$ cat src/rtl/uart_seg_pkg.sv
// Shared types and constants for the UART-driven multiplexed 7-segment display.
// Segment bit order: {g,f,a,b,e,d,c} (bit6..bit0). Optional feature macro: UART_PARITY_EN.
package uart_seg_pkg;

    localparam logic [6:0] SEG_0     = 7'h3F;
    localparam logic [6:0] SEG_1     = 7'h09;
    localparam logic [6:0] SEG_2     = 7'h5E;
    localparam logic [6:0] SEG_3     = 7'h5B;
    localparam logic [6:0] SEG_4     = 7'h69;
    localparam logic [6:0] SEG_5     = 7'h73;
    localparam logic [6:0] SEG_6     = 7'h77;
    localparam logic [6:0] SEG_7     = 7'h19;
    localparam logic [6:0] SEG_8     = 7'h7F;
    localparam logic [6:0] SEG_9     = 7'h7B;
    localparam logic [6:0] SEG_A     = 7'h7D;
    localparam logic [6:0] SEG_B     = 7'h67;
    localparam logic [6:0] SEG_C     = 7'h36;
    localparam logic [6:0] SEG_D     = 7'h4F;
    localparam logic [6:0] SEG_E     = 7'h76;
    localparam logic [6:0] SEG_F     = 7'h74;
    localparam logic [6:0] SEG_BLANK = 7'h00;

    localparam logic [7:0] ASCII_CR = 8'h0D;

    typedef enum logic [2:0] {
        RX_IDLE,
        RX_START,
        RX_DATA,
        RX_PARITY,
        RX_STOP,
        RX_BREAK
    } rx_state_t;

    typedef struct packed {
        logic       blank;
        logic [3:0] val;
    } digit_t;

    localparam digit_t DIGIT_BLANK = '{blank: 1'b1, val: 4'h0};

    // Pattern for one buffer entry; blank entries light nothing.
    function automatic logic [6:0] seg_pattern(input digit_t d);
        logic [6:0] p;
        case (d.val)
            4'h0: p = SEG_0;
            4'h1: p = SEG_1;
            4'h2: p = SEG_2;
            4'h3: p = SEG_3;
            4'h4: p = SEG_4;
            4'h5: p = SEG_5;
            4'h6: p = SEG_6;
            4'h7: p = SEG_7;
            4'h8: p = SEG_8;
            4'h9: p = SEG_9;
            4'hA: p = SEG_A;
            4'hB: p = SEG_B;
            4'hC: p = SEG_C;
            4'hD: p = SEG_D;
            4'hE: p = SEG_E;
            default: p = SEG_F;
        endcase
        return d.blank ? SEG_BLANK : p;
    endfunction

    // Returns {is_hex, nibble} for an ASCII character.
    function automatic logic [4:0] ascii_hex(input logic [7:0] c);
        if (c >= 8'h30 && c <= 8'h39)
            return {1'b1, c[3:0]};
        else if ((c >= 8'h41 && c <= 8'h46) || (c >= 8'h61 && c <= 8'h66))
            return {1'b1, 4'(c[3:0] + 4'd9)};
        else
            return 5'b0_0000;
    endfunction

endpackage

$ cat src/rtl/uart_rx_core.sv
// UART receiver: 2-FF synchroniser, mid-bit sampling FSM, byte/frame-error pulses.
// 8N1 by default; UART_PARITY_EN adds an even-parity bit and the parity_err pulse.
module uart_rx_core
    import uart_seg_pkg::*;
#(
    parameter int unsigned CLKS_PER_BIT = 234
) (
    input  logic       clk,
    input  logic       rst_n,
    input  logic       rx,
    output logic       byte_valid,
    output logic [7:0] byte_data,
    output logic       frame_err
`ifdef UART_PARITY_EN
    ,
    output logic       parity_err
`endif
);

    localparam int unsigned CNT_W = $clog2(CLKS_PER_BIT + 1);
    localparam logic [CNT_W-1:0] HALF = CNT_W'(CLKS_PER_BIT / 2);
    localparam logic [CNT_W-1:0] FULL = CNT_W'(CLKS_PER_BIT);
    localparam logic [CNT_W-1:0] ONE  = CNT_W'(1);

    logic             rx_meta;
    logic             rx_s;
    rx_state_t        state;
    logic [CNT_W-1:0] cnt;
    logic [2:0]       bit_idx;
    logic [7:0]       shreg;
    logic             byte_ok;
`ifdef UART_PARITY_EN
    logic             par_bad;
    assign byte_ok = !par_bad;
`else
    assign byte_ok = 1'b1;
`endif

    always_ff @(posedge clk or negedge rst_n) begin
        if (!rst_n) begin
            rx_meta <= 1'b1;
            rx_s    <= 1'b1;
        end else begin
            rx_meta <= rx;
            rx_s    <= rx_meta;
        end
    end

    // Receive FSM; counter restarts at 1 on each sample so it stays within CLKS_PER_BIT.
    always_ff @(posedge clk or negedge rst_n) begin
        if (!rst_n) begin
            state      <= RX_IDLE;
            cnt        <= '0;
            bit_idx    <= '0;
            shreg      <= '0;
            byte_valid <= 1'b0;
            byte_data  <= '0;
            frame_err  <= 1'b0;
`ifdef UART_PARITY_EN
            par_bad    <= 1'b0;
            parity_err <= 1'b0;
`endif
        end else begin
            byte_valid <= 1'b0;
            frame_err  <= 1'b0;
`ifdef UART_PARITY_EN
            parity_err <= 1'b0;
`endif
            case (state)
                RX_IDLE: begin
                    if (!rx_s) begin
                        state <= RX_START;
                        cnt   <= ONE;
                    end
                end
                RX_START: begin
                    if (cnt == HALF) begin
                        cnt     <= ONE;
                        bit_idx <= '0;
`ifdef UART_PARITY_EN
                        par_bad <= 1'b0;
`endif
                        state   <= rx_s ? RX_IDLE : RX_DATA;
                    end else begin
                        cnt <= cnt + ONE;
                    end
                end
                RX_DATA: begin
                    if (cnt == FULL) begin
                        cnt     <= ONE;
                        shreg   <= {rx_s, shreg[7:1]};
                        bit_idx <= bit_idx + 3'd1;
                        if (bit_idx == 3'd7) begin
`ifdef UART_PARITY_EN
                            state <= RX_PARITY;
`else
                            state <= RX_STOP;
`endif
                        end
                    end else begin
                        cnt <= cnt + ONE;
                    end
                end
`ifdef UART_PARITY_EN
                RX_PARITY: begin
                    if (cnt == FULL) begin
                        cnt   <= ONE;
                        state <= RX_STOP;
                        if (rx_s != ^shreg) begin
                            par_bad    <= 1'b1;
                            parity_err <= 1'b1;
                        end
                    end else begin
                        cnt <= cnt + ONE;
                    end
                end
`endif
                RX_STOP: begin
                    if (cnt == FULL) begin
                        cnt <= ONE;
                        if (rx_s) begin
                            state <= RX_IDLE;
                            if (byte_ok) begin
                                byte_valid <= 1'b1;
                                byte_data  <= shreg;
                            end
                        end else begin
                            frame_err <= 1'b1;
                            state     <= RX_BREAK;
                        end
                    end else begin
                        cnt <= cnt + ONE;
                    end
                end
                RX_BREAK: begin
                    if (rx_s) state <= RX_IDLE;
                end
                default: state <= RX_IDLE;
            endcase
        end
    end

endmodule

$ cat src/rtl/uart_seg_scanner.sv
// UART-fed hex digit buffer scanned onto a shared 7-segment bus with one-hot digit enables.
// Optional even-parity reception when UART_PARITY_EN is defined (adds parity_err port).
module uart_seg_scanner
    import uart_seg_pkg::*;
#(
    parameter int unsigned CLKS_PER_BIT   = 234,
    parameter int unsigned NUM_DIGITS     = 4,
    parameter int unsigned SCAN_DIV       = 27000,
    parameter bit          SEG_ACTIVE_LOW = 1'b0
) (
    input  logic                  clk,
    input  logic                  rst_n,
    input  logic                  uart_rx,
    output logic [6:0]            seg,
    output logic [NUM_DIGITS-1:0] dig_sel,
    output logic                  byte_valid,
    output logic [7:0]            byte_data,
    output logic                  frame_err
`ifdef UART_PARITY_EN
    ,
    output logic                  parity_err
`endif
);

    localparam int unsigned SCAN_W = $clog2(SCAN_DIV);
    localparam int unsigned IDX_W  = (NUM_DIGITS > 1) ? $clog2(NUM_DIGITS) : 1;
    localparam logic [SCAN_W-1:0]     SCAN_LAST = SCAN_W'(SCAN_DIV - 1);
    localparam logic [IDX_W-1:0]      IDX_LAST  = IDX_W'(NUM_DIGITS - 1);
    localparam logic [6:0]            SEG_POL   = {7{SEG_ACTIVE_LOW}};
    localparam logic [NUM_DIGITS-1:0] DIG_POL   = {NUM_DIGITS{SEG_ACTIVE_LOW}};

    uart_rx_core #(
        .CLKS_PER_BIT (CLKS_PER_BIT)
    ) u_rx (
        .clk        (clk),
        .rst_n      (rst_n),
        .rx         (uart_rx),
        .byte_valid (byte_valid),
        .byte_data  (byte_data),
        .frame_err  (frame_err)
`ifdef UART_PARITY_EN
        ,
        .parity_err (parity_err)
`endif
    );

    digit_t            digits [NUM_DIGITS];
    logic [4:0]        hex;
    logic [SCAN_W-1:0] scan_cnt;
    logic [IDX_W-1:0]  idx;
    logic [IDX_W-1:0]  next_idx;

    assign hex      = ascii_hex(byte_data);
    assign next_idx = (idx == IDX_LAST) ? '0 : idx + IDX_W'(1);

    // Hex characters shift in at position 0; CR blanks the whole buffer.
    always_ff @(posedge clk or negedge rst_n) begin
        if (!rst_n) begin
            for (int i = 0; i < NUM_DIGITS; i++) digits[i] <= DIGIT_BLANK;
        end else if (byte_valid) begin
            if (byte_data == ASCII_CR) begin
                for (int i = 0; i < NUM_DIGITS; i++) digits[i] <= DIGIT_BLANK;
            end else if (hex[4]) begin
                for (int i = NUM_DIGITS - 1; i > 0; i--) digits[i] <= digits[i-1];
                digits[0] <= '{blank: 1'b0, val: hex[3:0]};
            end
        end
    end

    // Scan step: select the next digit and latch its pattern together with the enable.
    always_ff @(posedge clk or negedge rst_n) begin
        if (!rst_n) begin
            scan_cnt <= '0;
            idx      <= '0;
            dig_sel  <= NUM_DIGITS'(1) ^ DIG_POL;
            seg      <= SEG_BLANK ^ SEG_POL;
        end else if (scan_cnt == SCAN_LAST) begin
            scan_cnt <= '0;
            idx      <= next_idx;
            dig_sel  <= (NUM_DIGITS'(1) << next_idx) ^ DIG_POL;
            seg      <= seg_pattern(digits[next_idx]) ^ SEG_POL;
        end else begin
            scan_cnt <= scan_cnt + SCAN_W'(1);
        end
    end

endmodule

$ cat config.mk
export PLATFORM = sky130hd
export DESIGN_NAME = uart_seg_scanner
export DESIGN_NICKNAME = d
export VERILOG_FILES = /design/src/rtl/uart_seg_pkg.sv /design/src/rtl/uart_rx_core.sv /design/src/rtl/uart_seg_scanner.sv
export SDC_FILE = /design/constraint.sdc
export NUM_CORES = 1
export LEC_CHECK = 0
export BUFFER_PORTS_ARGS = -buffer_cell sky130_fd_sc_hd__buf_2
export CORE_UTILIZATION = 50
export CTS_CLUSTER_DIAMETER = 150
export DETAILED_ROUTE_END_ITERATION = 10
export PLACE_DENSITY = 0.76
export SLEW_MARGIN = 20
export SYNTH_ARGS = -nofsm -noshare
export SYNTH_HDL_FRONTEND = slang
export SYNTH_SLANG_ARGS = --single-unit
$ cat constraint.sdc
create_clock -name clk -period 2.8 [get_ports clk]
set_clock_uncertainty 0.05 [all_clocks]
set_input_delay 0.28 -clock clk [delete_from_list [all_inputs] [get_ports clk]]
set_output_delay 0.28 -clock clk [all_outputs]
set_load 0.03 [all_outputs]
After elaboration in Yosys (flattened, before gate mapping)
Memories as Yosys holds them, arrays and structs flattened.
Index checks and enable logic that the tools add are counted.

storage, ports and cells
  flip-flop bits (word level) = 82
  bits in read-only memories = 112
  bits of input ports = 3
  output and inout bits = 21
  logic and storage cells = 99
  memories kept = 1

memories
  name              depth  width  read ports  clocked after memory_dff  write ports  line                source
  (name not given)  16     7      1           0                         0            uart_seg_pkg.sv:44  case (d.val)

operators by class
  $add $sub $neg = 5
  $lt $le $gt $ge = 7
  equality and inequality tests = 16
  shift-type cells = 1
  muxes and demuxes = 32
  bitwise logic cells = 1
  reduce and logical (&&, ||, !) cells = 15

operator list
  kind                                                                     count
  20-bit 2-to-1 mux                                                        2
  3-bit 2-to-1 mux                                                         9
  8-bit 2-to-1 mux                                                         3
  8-bit case mux with 3 select lines                                       1
  5-bit 2-to-1 mux                                                         4
  8-bit by 7-bit >= comparator with 1-bit output, second input constant    2
  8-bit by 7-bit <= comparator with 1-bit output, second input constant    2
  15-bit by 1-bit adder with 15-bit output, second input constant          1
  15-bit == test, second input constant                                    1
  15-bit 2-to-1 mux                                                        1
  3-bit case mux with 5 select lines                                       1
  5-bit binary-select mux with 2-bit select                                1
  2-bit by 1-bit inequality test with 1-bit output, second input constant  5
  3-bit == test, second input constant                                     3
  8-bit by 1-bit adder with 8-bit output, second input constant            1
  8-bit by 4-bit == test with 1-bit output, second input constant          1
  8-bit by 7-bit == test with 1-bit output, second input constant          1
  8-bit == test, second input constant                                     1
  8-bit by 6-bit >= comparator with 1-bit output, second input constant    1
  8-bit by 6-bit <= comparator with 1-bit output, second input constant    1
  7-bit 2-to-1 mux                                                         1
  1-bit 2-to-1 mux                                                         6
  3-bit case mux with 2 select lines                                       1
  2-bit AND reduction                                                      3
  other kinds (19)                                                         24

Longest topological paths before layout
Gate-level depths: netlist of run 1.
An unclocked memory read counts as a cell.

  depth in word-level cells = 8
  depth in mapped cells = 11
  gate-level depth less buffers = 9

Cells and area by module
A second synthesis of run 1 with hierarchy kept.

second synthesis, totals
  cells, all modules = 431
  area, all modules = 4281.6 µm²

by module, submodules not included
  module            instances  cells each  area each (µm²)  seq. area each (µm²)
  uart_seg_scanner  1          277         2671.3           1207.4
  uart_rx_core      1          154         1610.3           853.3

Least setup slack after synthesis of run 1
OpenSTA, ideal clock, no wires.

  kind = reg-to-reg
  start = reg idx[0]
  end = reg seg[4]
  library setup time = 0.121 ns
  arrival = 2.498 ns
  required time = 2.629 ns
  path slack = 0.131 ns
  stages on the path, launching flop included = 12
  buffers on the path = 2
  clock period less this slack = 2.669 ns
  cells stage by stage = dfrtp_1 > clkbuf_1 > inv_2 > ha_1 > buf_2 > mux4_2 > inv_1 > ha_1 > nor3b_1 > o21ai_0 > o221ai_1 > a22o_1

between the ends
  longest elaborated chain between the ends = 8
  elaborated cells on any way between the ends = 9
  those cells by class = add/sub: 1; eq/ne: 1; mux: 5; bitwise: 1; memory: 1

RTL lines
  what                                                                            line                    source
  from (decl)                                                                     uart_seg_scanner.sv:50  logic [IDX_W-1:0] idx;
  from (signal assigned)                                                          uart_seg_scanner.sv:79  idx <= next_idx;
  2-bit by 1-bit adder with 2-bit output / 2-bit == test (equally long branches)  uart_seg_scanner.sv:54  assign next_idx = (idx == IDX_LAST) ? '0 : idx + IDX_W'(1);
  2-bit 2-to-1 mux (*)                                                            uart_seg_scanner.sv:54
  via next_idx[1]                                                                 uart_seg_scanner.sv:51  logic [IDX_W-1:0] next_idx;
  2-bit NOT with 3-bit output (not written as such) (*)                           uart_seg_scanner.sv:81  seg <= seg_pattern(digits[next_idx]) ^ SEG_POL;
  5-bit binary-select mux with 2-bit select (*)                                   uart_seg_scanner.sv:81
  5-bit 2-to-1 mux (not written as such) (*) (2 in a row)                         uart_seg_scanner.sv:81
  memory 16 x 7 bit                                                               --
  7-bit 2-to-1 mux (*)                                                            uart_seg_pkg.sv:62      return d.blank ? SEG_BLANK : p;
  to (signal assigned)                                                            uart_seg_scanner.sv:76  seg <= SEG_BLANK ^ SEG_POL;
  to (signal assigned)                                                            uart_seg_scanner.sv:81
  to (decl)                                                                       uart_seg_scanner.sv:14  output logic [6:0] seg,

Mark *: on every way through the listed nets, which the timed path passes. The rest lies on a longest branch. The select of a mux whose other input is x is not followed.
A chain may end at the register's enable or synchronous reset.

Final worst setup path of run 1
  start = reg idx[1]
  end = reg seg[4]

Same word-level chain as after synthesis.

==> impl_metrics.json, run 1 <==
{
  "post_route_cells_drive_above_1_share_pct": 19.5,
  "timing.critical_path.slowest_cell_delay_ps": 410,
  "p_leak_nw": 2.22,
  "dieWidth_um": 92.3,
  "cpMaxStageDelayCell": "sky130_fd_sc_hd__dfrtp_1",
  "min_period_ps": 2530,
  "setup.worst_path.class": "register to register",
  "regArea_mm2": 0.00206,
  "grt_start_max_net_pins": 83,
  "cap_violations": 0,
  "postRouteAntennaNets": 0,
  "outcome": "finished, final reports clean",
  "ios": 24,
  "grt.total_usage_pct": 18.9,
  "crit_path_start_kind": "register",
  "cts.repair.resized": 0,
  "number_of_global_route_vias_before_repair": 2701,
  "crit_path_cell_trace": "inv_1 -> ha_1 -> mux4_2 -> inv_1 -> ha_1 -> nor3b_1 -> o21ai_0 -> o221ai_1 -> a22o_1",
  "final-max-slew-violation-count": 0,
  "ys_ff_latch": 82,
  "area_of_the_multi_input_gates_mm2": 0.00188,
  "syn-instance-count": 366,
  "crit_required_ps": 3000,
  "capturing_element_type_of_the_critical_path": "register",
  "dpl_hpwl_um": 4940,
  "min-delay-path-class": "register to register",
  "synthesis.area_per_instance_um2": 11.1,
  "drt_drc_violations_left": 0,
  "clockBufferDepth": 2,
  "synth.yosys.warnings": 0,
  "num_antenna_cells": 0,
  "final_nets": 418,
  "wire_per_inst_um": 14.4,
  "drt-vias-per-instance": 5.63,
  "grt_first_pass_wirelength_um": 12700,
  "core-area_mm2": 0.00781,
  "finalHoldViolations": 0,
  "path_buf_inv": 2,
  "vias": 2830,
  "worst_path_dominant_cell_family": "adder cells",
  "synth_async_sr_flop_share_pct": 100,
  "clk_pin_slew_worst_paths_ps": 80,
  "clock-root-buffer": "sky130_fd_sc_hd__clkbuf_8",
  "globalRoute.totalOverflow": 0,
  "initial_antenna_violation_count": 0,
  "setup_viol_count_final": 0,
  "firstDrtPassIters": 4,
  "clock_latency_ps": 360,
  "drtIter0Drc": 154,
  "power-per-cell-area_mw_per_mm2": 470,
  "vdd_drop_max_mv": 0.267,
  "die-height_um": 92.3,
  "row_count": 32,
  "commonest_non_fill_non_tap_cells_in_the_layout": "sky130_fd_sc_hd__dfrtp_1 (75), sky130_fd_sc_hd__nand2_1 (35), sky130_fd_sc_hd__nor2_1 (23), sky130_fd_sc_hd__buf_2 (22)",
  "max_clock_freq_mhz": 395,
  "layout.cells.most_common": "sky130_fd_sc_hd__dfrtp_1",
  "yosysSeqAreaShare_pct": 50.6,
  "gp_congestion": 0.929,
  "synth.lib_cells_used.distinct": 51,
  "rsz0062_at_grt": "no",
  "slew_of_the_pin_with_the_lowest_slew_margin_ps": 732,
  "edff_count_synth": 0,
  "syn_nets": 388,
  "postSynth.topFlopCell": "sky130_fd_sc_hd__dfrtp_1",
  "routed_wl_um": 7240,
  "maxSlewHeadroom_pct": 51.2,
  "die_area_mm2": 0.00852,
  "htree_levels": 3,
  "postCtsSetupRepairBufs": 0,
  "final.fill_count": 664,
  "start_util_pct": 52.2,
  "port_buffers": 23,
  "cts_inserted_buffers": 9,
  "setup_tns_ps": 0,
  "totalPowerFinal_mw": 2.14,
  "layout-area-overhead-vs-synth_pct": 11.8,
  "critical_path_arrival_ps": 2740,
  "period_share_pct": 90.5,
  "clkSinkCount": 82,
  "tritoncts": "done",
  "netlist_area_mm2": 0.00408,
  "maximum_net_fanout_on_the_critical_path": 6
}
[cells in the mapped netlist (2+ instances only)]
cell type / count / area [um^2]
sky130_fd_sc_hd__a21oi_1: 7 / 35.0
sky130_fd_sc_hd__nor2_1: 23 / 86.3
sky130_fd_sc_hd__mux2_2: 18 / 203
sky130_fd_sc_hd__and3_1: 7 / 43.8
sky130_fd_sc_hd__a32o_1: 4 / 40.0
sky130_fd_sc_hd__nand3_1: 15 / 75.1
sky130_fd_sc_hd__mux2i_1: 12 / 120
sky130_fd_sc_hd__a21o_1: 4 / 30.0
sky130_fd_sc_hd__o21ai_0: 13 / 65.1
sky130_fd_sc_hd__dfrtp_1: 75 / 1880
sky130_fd_sc_hd__buf_2: 6 / 30.0
sky130_fd_sc_hd__mux4_2: 3 / 67.6
sky130_fd_sc_hd__xnor2_1: 11 / 96.3
sky130_fd_sc_hd__nand2_1: 35 / 131
sky130_fd_sc_hd__dfstp_2: 7 / 184
sky130_fd_sc_hd__nand2b_1: 2 / 12.5
sky130_fd_sc_hd__or4b_1: 2 / 20.0
sky130_fd_sc_hd__and2_1: 2 / 12.5
sky130_fd_sc_hd__a22o_1: 19 / 166
sky130_fd_sc_hd__ha_1: 19 / 238
sky130_fd_sc_hd__xor2_1: 8 / 70.1
sky130_fd_sc_hd__clkbuf_1: 6 / 22.5
sky130_fd_sc_hd__nand4b_1: 2 / 17.5
sky130_fd_sc_hd__o221ai_1: 3 / 26.3
sky130_fd_sc_hd__a22oi_1: 2 / 15.0
sky130_fd_sc_hd__inv_1: 19 / 71.3
sky130_fd_sc_hd__a31oi_1: 2 / 12.5
sky130_fd_sc_hd__nor3_1: 5 / 25.0
sky130_fd_sc_hd__nand4_1: 5 / 31.3
sky130_fd_sc_hd__or3_1: 2 / 12.5
sky130_fd_sc_hd__nor3b_1: 8 / 60.1
[metrics by stage]
stage	setup slack, ps	util (%)	hold slack, ps	cells	area (um^2)
2_1_floorplan	131	-	-65.6	366	4080
3_3_place_gp	394	55.2	298	485	4310
3_5_place_dp	369	55.2	301	485	4310
4_1_cts	335	58.2	75.8	502	4540
5_1_grt	138	58.3	317	503	4550
6_report	265	58.3	312	503	4550
[sequential cells by signal, summed over array words and instances, names as in the netlist]
register,cells
digits,20
scan_cnt,15
u_rx.byte_data,8
u_rx.cnt,8
u_rx.shreg,8
seg,7
dig_sel,4
u_rx.bit_idx,3
u_rx.state,3
idx,2
u_rx.byte_valid,1
u_rx.frame_err,1
u_rx.rx_meta,1
u_rx.rx_s,1
[power by group]
group          total [mW]  internal, mW  leakage [nW]  switching [mW]
Clock               0.927         0.505         0.107           0.422
Sequential           1.19          1.19          1.09         0.00151
Combinational      0.0262       0.00379          1.02          0.0224
Total                2.14          1.70          2.22           0.446
[area by class of cell]
cell class,count,area share (%)
well taps,102,2.80
clock buffers,10,2.80
multi-input cells,251,41.3
clock inverters,6,1.98
flip-flops and latches,82,45.2
repair buffers,32,4.26
inverters,20,1.65
[per-layer routing]
layer	share of wire (%)	track usage [%]
met2	47	29.0
met4	1.5	6.90
met3	4.5	5.39
met1	47	25.5
met5	0	0
[cells by family after synthesis]
family          Yosys count  share of synthesized area, %
buf+inv                  33                          3.32
compound gates           66                          12.2
simple gates            114                          14.4
fa+ha+maj                19                          5.83
xor+xnor                 19                          4.08
mux                      33                          9.58
flops                    82                          50.6
[worst register-to-register path: cells and delay by family, from the launching register on]
kind | cells | cell delay, ps
AO/OA/AOI/OAI | 3 | 600
adder cells (fa/ha/maj) | 2 | 640
buffers and inverters | 2 | 290
flip-flops | 1 | 410
multiplexers | 1 | 370
AND/OR/NAND/NOR | 1 | 70
[repair_timing]
item                                    in CTS  in global routing
endpoints found under the setup margin       0                  0
hold buffers                                 1                  1
hold endpoints to repair                     1                 72
[worst paths after layout]
path,end,slack [ps],startpoint,cells after the start
hold / removal,u_rx.rx_s,310,u_rx.rx_meta,0
max in group asynchronous,scan_cnt[10],1710,rst_n,2
setup / recovery,seg[4],270,idx[1],9
hold reg to reg,u_rx.rx_s,310,u_rx.rx_meta,0
min in group asynchronous,seg[4],460,rst_n,2
setup reg to reg,seg[4],270,idx[1],9
(Power assumes the default switching activity.)
==> run 2: changes to the inputs <==
PLACE_DENSITY = 0.74   (was 0.76)
clock period = 2.5 ns   (was 2.8 ns; I/O delays follow)
==> impl_metrics.json, run 2 (synthesis gave the netlist of run 1 again) <==
{
  "period_share_pct": 93.2,
  "drt_drc_violations_left": 0,
  "maxSlewHeadroom_pct": 51.9,
  "ios": 24,
  "power-per-cell-area_mw_per_mm2": 519,
  "port_buffers": 23,
  "area_of_the_multi_input_gates_mm2": 0.00191,
  "max_clock_freq_mhz": 429,
  "number_of_global_route_vias_before_repair": 2851,
  "vdd_drop_max_mv": 0.418,
  "route.top_layer_used": "met4",
  "wire_per_inst_um": 14.3,
  "clkSinkCount": 82,
  "globalRoute.totalOverflow": 0,
  "dpl_hpwl_um": 4910,
  "start_util_pct": 52.2,
  "p_leak_nw": 2.27,
  "largestRegisters": "digits: 20 flops, scan_cnt: 15 flops",
  "commonest_non_fill_non_tap_cells_in_the_layout": "sky130_fd_sc_hd__dfrtp_1 (75), sky130_fd_sc_hd__nand2_1 (35), sky130_fd_sc_hd__nor2_1 (23), sky130_fd_sc_hd__buf_2 (22), sky130_fd_sc_hd__a22o_1 (19)",
  "final_standard_cell_utilization_of_the_core_pct": 59.8,
  "grt.total_usage_pct": 19.6,
  "rr_worst_depth": 5,
  "die_area_mm2": 0.00852,
  "drtIter0Drc": 128,
  "num_antenna_cells": 0,
  "firstDrtPassIters": 4,
  "dieWidth_um": 92.3,
  "clock_latency_ps": 350,
  "crit_path_start_kind": "register",
  "rr_startpoint": "scan_cnt[3]",
  "core-area_mm2": 0.00781,
  "clockBufferDepth": 2,
  "setup.worst_path.class": "register to register",
  "initial_antenna_violation_count": 0,
  "drt-vias-per-instance": 5.62,
  "clk_pin_slew_worst_paths_ps": 90,
  "grt_first_pass_wirelength_um": 13200,
  "outcome": "finished, final reports clean",
  "postRouteAntennaNets": 0,
  "critical_path_arrival_ps": 2570,
  "rsz0062_at_grt": "no",
  "largest_register_ff_count": 20,
  "crit_path_end": "seg[6]",
  "vias": 2884,
  "min_period_ps": 2330,
  "met2WireLength_um": 3510,
  "tritoncts": "done",
  "top_register": "digits",
  "final-max-slew-violation-count": 0,
  "finalHoldViolations": 0,
  "reg2reg_slack_ps": 170,
  "maximum_net_fanout_on_the_critical_path": 8,
  "grt_start_max_net_pins": 83,
  "gp_congestion": 0.871,
  "row_count": 32,
  "min-delay-path-class": "register to register",
  "crit_required_ps": 2740,
  "routed_wl_um": 7320,
  "layout.cells.most_common": "sky130_fd_sc_hd__dfrtp_1",
  "worst_r2r_endpoint": "seg[6]",
  "regArea_mm2": 0.00206,
  "setup_tns_ps": 0,
  "post_route_cells_drive_above_1_share_pct": 22.1,
  "clock-root-buffer": "sky130_fd_sc_hd__clkbuf_8",
  "capturing_element_type_of_the_critical_path": "register",
  "final_nets": 428,
  "post-route-worst-setup-slack_ps": 171,
  "setup_viol_count_final": 0,
  "htree_levels": 3,
  "cts_inserted_buffers": 9,
  "final.fill_count": 632,
  "wl_met1_um": 3400,
  "placement.setup.worst_slack_ps": 29.4,
  "layout-area-overhead-vs-synth_pct": 14.6,
  "timing.critical_path.from": "scan_cnt[3]",
  "cap_violations": 0,
  "die-height_um": 92.3,
  "met3RoutedLength_um": 308,
  "slew_of_the_pin_with_the_lowest_slew_margin_ps": 722
}
run 2: critical path: stages (launching register included):
cell,delay (ps)
sky130_fd_sc_hd__dfrtp_1,430
sky130_fd_sc_hd__or4b_1,570
sky130_fd_sc_hd__or4_1,660
sky130_fd_sc_hd__nor2_4,270
sky130_fd_sc_hd__o221ai_1,190
sky130_fd_sc_hd__nand2_1,100
run 2: worst min path at each step:
stage,startpoint,endpoint,slack [ps],depth (start not counted)
6_report,u_rx.rx_meta,u_rx.rx_s,310,0
5_1_grt,u_rx.rx_meta,u_rx.rx_s,320,0
4_1_cts,u_rx.rx_meta,u_rx.rx_s,320,0
3_5_place_dp,rst_n,seg[1],260,2
3_3_place_gp,rst_n,seg[1],260,2
2_1_floorplan,rst_n,dig_sel[1],-100,0
run 2: layout make-up:
| cell class | instances | share of cell area, % |
|---|---|---|
| Timing Repair Buffer | 42 | 5.95 |
| Clock buffer | 12 | 3.11 |
| Sequential cell | 82 | 44.1 |
| Tap cell | 102 | 2.73 |
| Clock inverter | 4 | 1.61 |
| Multi-Input combinational cell | 251 | 40.9 |
| Inverter | 20 | 1.61 |
run 2: timing repair:
item | 4_1_cts | 5_1_grt
hold buffers | 2 | 0
buffers inserted | 0 | 2
endpoints found under the hold margin | 76 | 0
gates resized for setup | 0 | 4
endpoints found under the setup margin | 0 | 6
run 2: stage by stage:
stage	area (um^2)	power, mW	hold slack (ps)	cells
6_report	4670	2.42	314	513
5_1_grt	4670	2.51	320	513
4_1_cts	4630	2.45	317	511
3_5_place_dp	4390	1.39	262	493
3_3_place_gp	4390	1.39	259	493
2_1_floorplan	4080	1.36	-95.6	366
run 2: report_power, final:
part | internal [mW] | switching [mW] | total, mW | leakage (nW)
logic | 0.00702 | 0.0253 | 0.0323 | 1.08
registers | 1.33 | 0.00168 | 1.33 | 1.09
clock network | 0.591 | 0.469 | 1.06 | 0.103
run 2: layer usage:
layer,vias up,GRT usage [%]
li1,1403,-
met1,1403,25.5
met2,69,32.0
met3,9,4.64
met4,0,7.29
met5,-,0
